## src/rtl/button_pkg.sv

```systemverilog
// Shared types for the button event path: event codes and press-classifier states.
package button_pkg;

  typedef enum logic [1:0] {
    EVT_NONE   = 2'd0,
    EVT_SHORT  = 2'd1,
    EVT_LONG   = 2'd2,
    EVT_REPEAT = 2'd3
  } evt_code_t;

  typedef enum logic [1:0] {
    ST_IDLE = 2'd0,
    ST_HELD = 2'd1,
    ST_LONG = 2'd2
  } fsm_state_t;

endpackage

```

## src/rtl/button_debounce.sv

```systemverilog
// Pin polarity normalisation, 2-FF synchroniser and debounce counter.
// stable is the accepted pressed level (1 = pressed).
module button_debounce
  import button_pkg::*;
#(
  parameter int DEBOUNCE_CYCLES = 250_000,
  parameter bit ACTIVE_LOW      = 1'b0
) (
  input  logic clk,
  input  logic rst_n,
  input  logic btn_in,
  output logic stable
);

  localparam int              CW       = $clog2(DEBOUNCE_CYCLES + 1);
  localparam logic [CW-1:0]   CNT_LAST = CW'(DEBOUNCE_CYCLES - 1);

  logic          pin;
  logic          sync1;
  logic          raw_s;
  logic [CW-1:0] cnt;

  // Invert before the synchroniser so every stage downstream sees pressed = 1.
  assign pin = btn_in ^ ACTIVE_LOW;

  always_ff @(posedge clk) begin
    if (!rst_n) begin
      sync1  <= 1'b0;
      raw_s  <= 1'b0;
      stable <= 1'b0;
      cnt    <= '0;
    end else begin
      sync1 <= pin;
      raw_s <= sync1;
      if (raw_s == stable) begin
        cnt <= '0;
      end else if (cnt == CNT_LAST) begin
        stable <= raw_s;
        cnt    <= '0;
      end else begin
        cnt <= cnt + 1'b1;
      end
    end
  end

endmodule

```

## src/rtl/button_events.sv

```systemverilog
// Turns the raw button pin into SHORT / LONG / REPEAT events behind a
// single-entry valid/ready holding register with a sticky overflow flag.
module button_events
  import button_pkg::*;
#(
  parameter int DEBOUNCE_CYCLES = 250_000,
  parameter int LONG_CYCLES     = 25_000_000,
  parameter int REPEAT_CYCLES   = 6_250_000,
  parameter bit ACTIVE_LOW      = 1'b0
) (
  input  logic       clk,
  input  logic       rst_n,
  input  logic       btn_in,
  output logic       btn_level,
  output logic       evt_valid,
  input  logic       evt_ready,
  output logic [1:0] evt_code,
  output logic       evt_overflow,
  input  logic       overflow_clr
);

  localparam int            HW        = $clog2(LONG_CYCLES + 1);
  localparam int            RW        = $clog2(REPEAT_CYCLES + 1);
  localparam logic [HW-1:0] HOLD_LAST = HW'(LONG_CYCLES - 1);
  localparam logic [RW-1:0] REP_LAST  = RW'(REPEAT_CYCLES - 1);

  logic stable;

  button_debounce #(
    .DEBOUNCE_CYCLES(DEBOUNCE_CYCLES),
    .ACTIVE_LOW     (ACTIVE_LOW)
  ) u_debounce (
    .clk   (clk),
    .rst_n (rst_n),
    .btn_in(btn_in),
    .stable(stable)
  );

  assign btn_level = stable;

  fsm_state_t    state, state_nx;
  logic [HW-1:0] hold_ctr, hold_nx;
  logic [RW-1:0] rep_ctr, rep_nx;
  logic          emit;
  evt_code_t     emit_code;
  evt_code_t     code_q;

  always_ff @(posedge clk) begin
    if (!rst_n) begin
      state    <= ST_IDLE;
      hold_ctr <= '0;
      rep_ctr  <= '0;
    end else begin
      state    <= state_nx;
      hold_ctr <= hold_nx;
      rep_ctr  <= rep_nx;
    end
  end

  // Release is tested first in HELD and LONG so it wins over a same-cycle terminal count.
  always_comb begin
    state_nx  = state;
    hold_nx   = hold_ctr;
    rep_nx    = rep_ctr;
    emit      = 1'b0;
    emit_code = EVT_NONE;
    case (state)
      ST_IDLE: begin
        if (stable) begin
          state_nx = ST_HELD;
          hold_nx  = '0;
        end
      end
      ST_HELD: begin
        hold_nx = hold_ctr + 1'b1;
        if (!stable) begin
          emit      = 1'b1;
          emit_code = EVT_SHORT;
          state_nx  = ST_IDLE;
        end else if (hold_ctr == HOLD_LAST) begin
          emit      = 1'b1;
          emit_code = EVT_LONG;
          state_nx  = ST_LONG;
          rep_nx    = '0;
        end
      end
      ST_LONG: begin
        rep_nx = rep_ctr + 1'b1;
        if (!stable) begin
          state_nx = ST_IDLE;
        end else if (rep_ctr == REP_LAST) begin
          emit      = 1'b1;
          emit_code = EVT_REPEAT;
          rep_nx    = '0;
        end
      end
      default: state_nx = ST_IDLE;
    endcase
  end

  // A full, un-popped register drops the incoming event; a pop in the same
  // cycle makes room so the new event loads with no bubble.
  always_ff @(posedge clk) begin
    if (!rst_n) begin
      evt_valid    <= 1'b0;
      code_q       <= EVT_NONE;
      evt_overflow <= 1'b0;
    end else begin
      if (emit) begin
        if (evt_valid && !evt_ready) begin
          evt_overflow <= 1'b1;
        end else begin
          evt_valid <= 1'b1;
          code_q    <= emit_code;
        end
      end else if (evt_valid && evt_ready) begin
        evt_valid <= 1'b0;
        code_q    <= EVT_NONE;
      end
      if (overflow_clr && !(emit && evt_valid && !evt_ready))
        evt_overflow <= 1'b0;
    end
  end

  assign evt_code = code_q;

endmodule

```

## config.mk

```make
export PLATFORM = sky130hd
export DESIGN_NAME = button_events
export DESIGN_NICKNAME = d
export VERILOG_FILES = /design/src/rtl/button_pkg.sv /design/src/rtl/button_debounce.sv /design/src/rtl/button_events.sv
export SDC_FILE = /design/constraint.sdc
export NUM_CORES = 1
export LEC_CHECK = 0
export BUFFER_PORTS_ARGS = -buffer_cell sky130_fd_sc_hd__buf_2
export CAP_MARGIN = 20
export CORE_MARGIN = 5
export CORE_UTILIZATION = 67
export CTS_CLUSTER_DIAMETER = 30
export CTS_CLUSTER_SIZE = 24
export DETAILED_ROUTE_END_ITERATION = 10
export GPL_ROUTABILITY_DRIVEN = 1
export PLACE_DENSITY = 0.85
export SLEW_MARGIN = 30
export SYNTH_ARGS = -nofsm -noshare
export SYNTH_HDL_FRONTEND = slang
export SYNTH_SLANG_ARGS = --single-unit
```

## constraint.sdc

```tcl
create_clock -name clk -period 4.1 [get_ports clk]
set_input_delay 0.82 -clock clk [delete_from_list [all_inputs] [get_ports clk]]
set_output_delay 0.82 -clock clk [all_outputs]
set_load 0.005 [all_outputs]
```

==> results_dict.tcl <==
set metrics [dict create \
    slew_violations 0 \
    cp_max_fo 23 \
    grt_pass1_wl_mm 12.5 \
    worst_setup_path_end_kind "flip-flop" \
    cp-startpoint "hold_ctr[0]" \
    syn_area_sq_mm 0.00374 \
    syn_area_per_cell_sq_um 8.61 \
    p_leak_nw 1.29 \
    cts_resized 0 \
    cp.arrival_ps 2890 \
    hold_depth 1 \
    numCtsBuffers 9 \
    wl_mm 7.29 \
    io_pins 10 \
    utilization_pct 72.7 \
    track_usage_pct 20.9 \
    pwr-share-clk_pct 40.1 \
    cp_cell_sequence "ha_1 -> nand2_1 -> nor4_4 -> a31oi_4 -> o21ai_2 -> nor3_1" \
    cts_max_path_buffers 2 \
    netlist.area_leader.share_pct 40.1 \
    p_comb_share_pct 1.4 \
    worstSetupEndpoint "rep_ctr[8]" \
    timing.rr.end "rep_ctr[8]" \
    dieArea_sq_mm 0.00718 \
    swShare_pct 23.6 \
    r2r_slack_ps 1400 \
    pre_cts_slack_ps 1210 \
    r2r_cells 6 \
    startpoint_type "flip-flop" \
    ant_nets 0 \
    slew_headroom_pct 37.7 \
    place_area_sq_mm 0.00380 \
    finalCritPeriodShare_pct 65.9 \
    wl_per_cell_um 14.0 \
    fin_crit_ps 2700 \
    maxCapViolCount 0 \
    fin_tns_setup_ps 0 \
    grt_remaining_overflow 0 \
    switchingPower_mw 0.294 \
    vias 3088 \
    async_reset_ff_share_pct 0 \
    hold_path_class "reg2reg" \
    yosysTopAreaCell "dfxtp_1" \
    path_clk_slew_ps 80 \
    layout.filler_cells 414 \
    syn-num-nets 446 \
    status "finished clean" \
    peakVddDrop_uv 248 \
    yosys_register_bits 75 \
    drive_gt1_share_pct 9.60 \
    antenna_found_initial 0 \
    die_y_um 84.8 \
    worst_slack_ps 1400 \
    yosysUniqueCellTypes 57 \
    syn_to_final_growth_pct 6.28 \
    final_area_sq_mm 0.00398 \
    core_sq_mm 0.00547 \
    gp_congestion 0.800 \
    std_cell_rows 27 \
    fin_cells 520 \
    synth_area_leaders "dfxtp_1 (40%), xor2_1 (5.6%), nor2_1 (5.4%), nand4_1 (4.0%), nand2_1 (3.9%)" \
    synth_seq_area_share_pct 40.1 \
    drt_first_pass_iters 4 \
    cts_tree "built" \
    synth_edf_count 0 \
    cp_data_required_time_ps 4290 \
    worst_pin_slew_ps 934 \
    drtIter0Drc 145 \
    placed_cells 503 \
    final_nets 454 \
    grt_pass1_vias 2880 \
    rsz0062_at_grt "no" \
    setup_viol 0 \
    clock_skew_ps 8.90 \
    worst_path_largest_cell_delay_ps 830 \
    p_int_mw 0.953 \
    htreeDepth 3 \
    clock_latency_ps 350 \
    vias_per_cell 5.94 \
    cts_root_buf "clkbuf_8" \
    diodes 0 \
    synthFlopType "dfxtp_1" \
    fmax_mhz 370 \
    portBuffers 9 \
    cts_setup_buffers 0 \
    synth_cells 435 \
    postCtsHoldBufs 0 \
    p_seq_share_pct 58.5 \
    power-per-cell-area_mw_per_mm2 313 \
    drc 0 \
    grt_max_degree 46 \
    die_x_um 84.8 \
    yosysWarnings 0 \
    hpwlAfterDp_mm 4.91 \
    crit_type "reg2reg" \
    finalHoldViolations 0 \
    slowest_stage "o21ai_2" \
    cts.sinks 75 \
    initial_core_util_pct 68.4 \
    timing.rr.start "hold_ctr[0]" \
]
[cell families (layout without fill, tap and decap cells)]
logic type	count (synthesis)	after routing	synth area share, %
AOI/OAI and AO/OA	72	72	11.8
adders and majority gates	6	6	2.00
xor gates and xnor gates	39	39	9.12
DFF	75	75	40.1
buffers and inverters	24	37	3.41
and+or+nand+nor	213	213	31.8
muxes	6	6	1.77
[worst min-delay path by stage]
stage,startpoint,to,slack (ps)
6_report,u_debounce.cnt[0],u_debounce.cnt[0],470
3_5_place_dp,u_debounce.cnt[0],u_debounce.cnt[0],460
4_1_cts,u_debounce.cnt[0],u_debounce.cnt[0],470
3_3_place_gp,u_debounce.cnt[0],u_debounce.cnt[0],440
2_1_floorplan,u_debounce.sync1,u_debounce.raw_s,410
5_1_grt,u_debounce.cnt[0],u_debounce.cnt[0],500
[layout by cell type, fill, tap and decap left out, types with 2 or more instances in the layout]
master / instances
nor2_1: 54
or3_1: 16
mux2i_1: 3
nand2b_1: 3
nor3_1: 6
nor4b_1: 4
and4_1: 4
o211ai_1: 3
buf_2: 9
xnor2_1: 15
nand3_1: 19
inv_1: 10
clkbuf_8: 9
nor4b_4: 2
nand4b_1: 2
a31oi_1: 2
a21oi_1: 26
ha_1: 6
nand2_1: 39
mux2_2: 2
dfxtp_1: 75
xor2_1: 24
nor4_1: 3
clkinv_2: 3
nor2b_1: 2
and2_1: 6
o21ai_0: 21
nor3b_1: 2
o31ai_1: 8
and3_1: 7
nand4_1: 24
nand3b_1: 2
or4_1: 9
[stage by stage]
| step | power, mW | hold WS [ps] |
|---|---|---|
| after floorplan | 0.760 | 412 |
| after global placement | 0.763 | 445 |
| after global routing | 1.30 | 502 |
| after CTS | 1.26 | 475 |
| final | 1.25 | 469 |
| after detailed placement | 0.764 | 456 |
[synth_stat cells, drive strengths merged (9+ instances only)]
master   n
dfxtp   75
nor2    54
nand2   39
a21oi   26
nand4   24
xor2    24
o21ai   23
nand3   20
or3     16
xnor2   15
inv     10
or4      9
[power by group through the flow]
stage | sequential (mW) | clock (mW) | combinational (mW)
after floorplan | 0.747 | 0 | 0.0136
after global placement | 0.747 | 0 | 0.0166
after detailed placement | 0.747 | 0 | 0.0172
after CTS | 0.730 | 0.511 | 0.0172
after global routing | 0.730 | 0.546 | 0.0192
final | 0.730 | 0.500 | 0.0172
[flip-flops by register name, summed over array words and instances (netlist names)]
register           count
hold_ctr              25
rep_ctr               23
u_debounce.cnt        18
evt_code               2
state                  2
evt_overflow           1
evt_valid              1
u_debounce.raw_s       1
u_debounce.stable      1
u_debounce.sync1       1
[critical path, delay by kind of cell, from the launching register on]
family          cells  cell delay, ps
compound gates      2            1150
fa+ha+maj           1             230
flops               1             420
simple gates        3             740
[final cells by class]
type | instances | area [sq um] | area share, %
well taps | 72 | 90.1 | 2.26
repair buffers | 11 | 67.6 | 1.70
multi-input cells | 336 | 2120 | 53.2
flip-flops and latches | 75 | 1500 | 37.7
clock buffers | 10 | 128 | 3.21
inverters | 10 | 37.5 | 0.943
clock inverters | 6 | 40.0 | 1.01
[layer usage]
metal | up-vias | routed length [um] | track usage, %
li1 | 1583 | - | -
met1 | 1442 | 3430 | 25.3
met2 | 57 | 3520 | 35.4
met3 | 6 | 272 | 6.28
met4 | 0 | 70 | 6.91
met5 | - | 0 | 0
(Power assumes the default switching activity.)
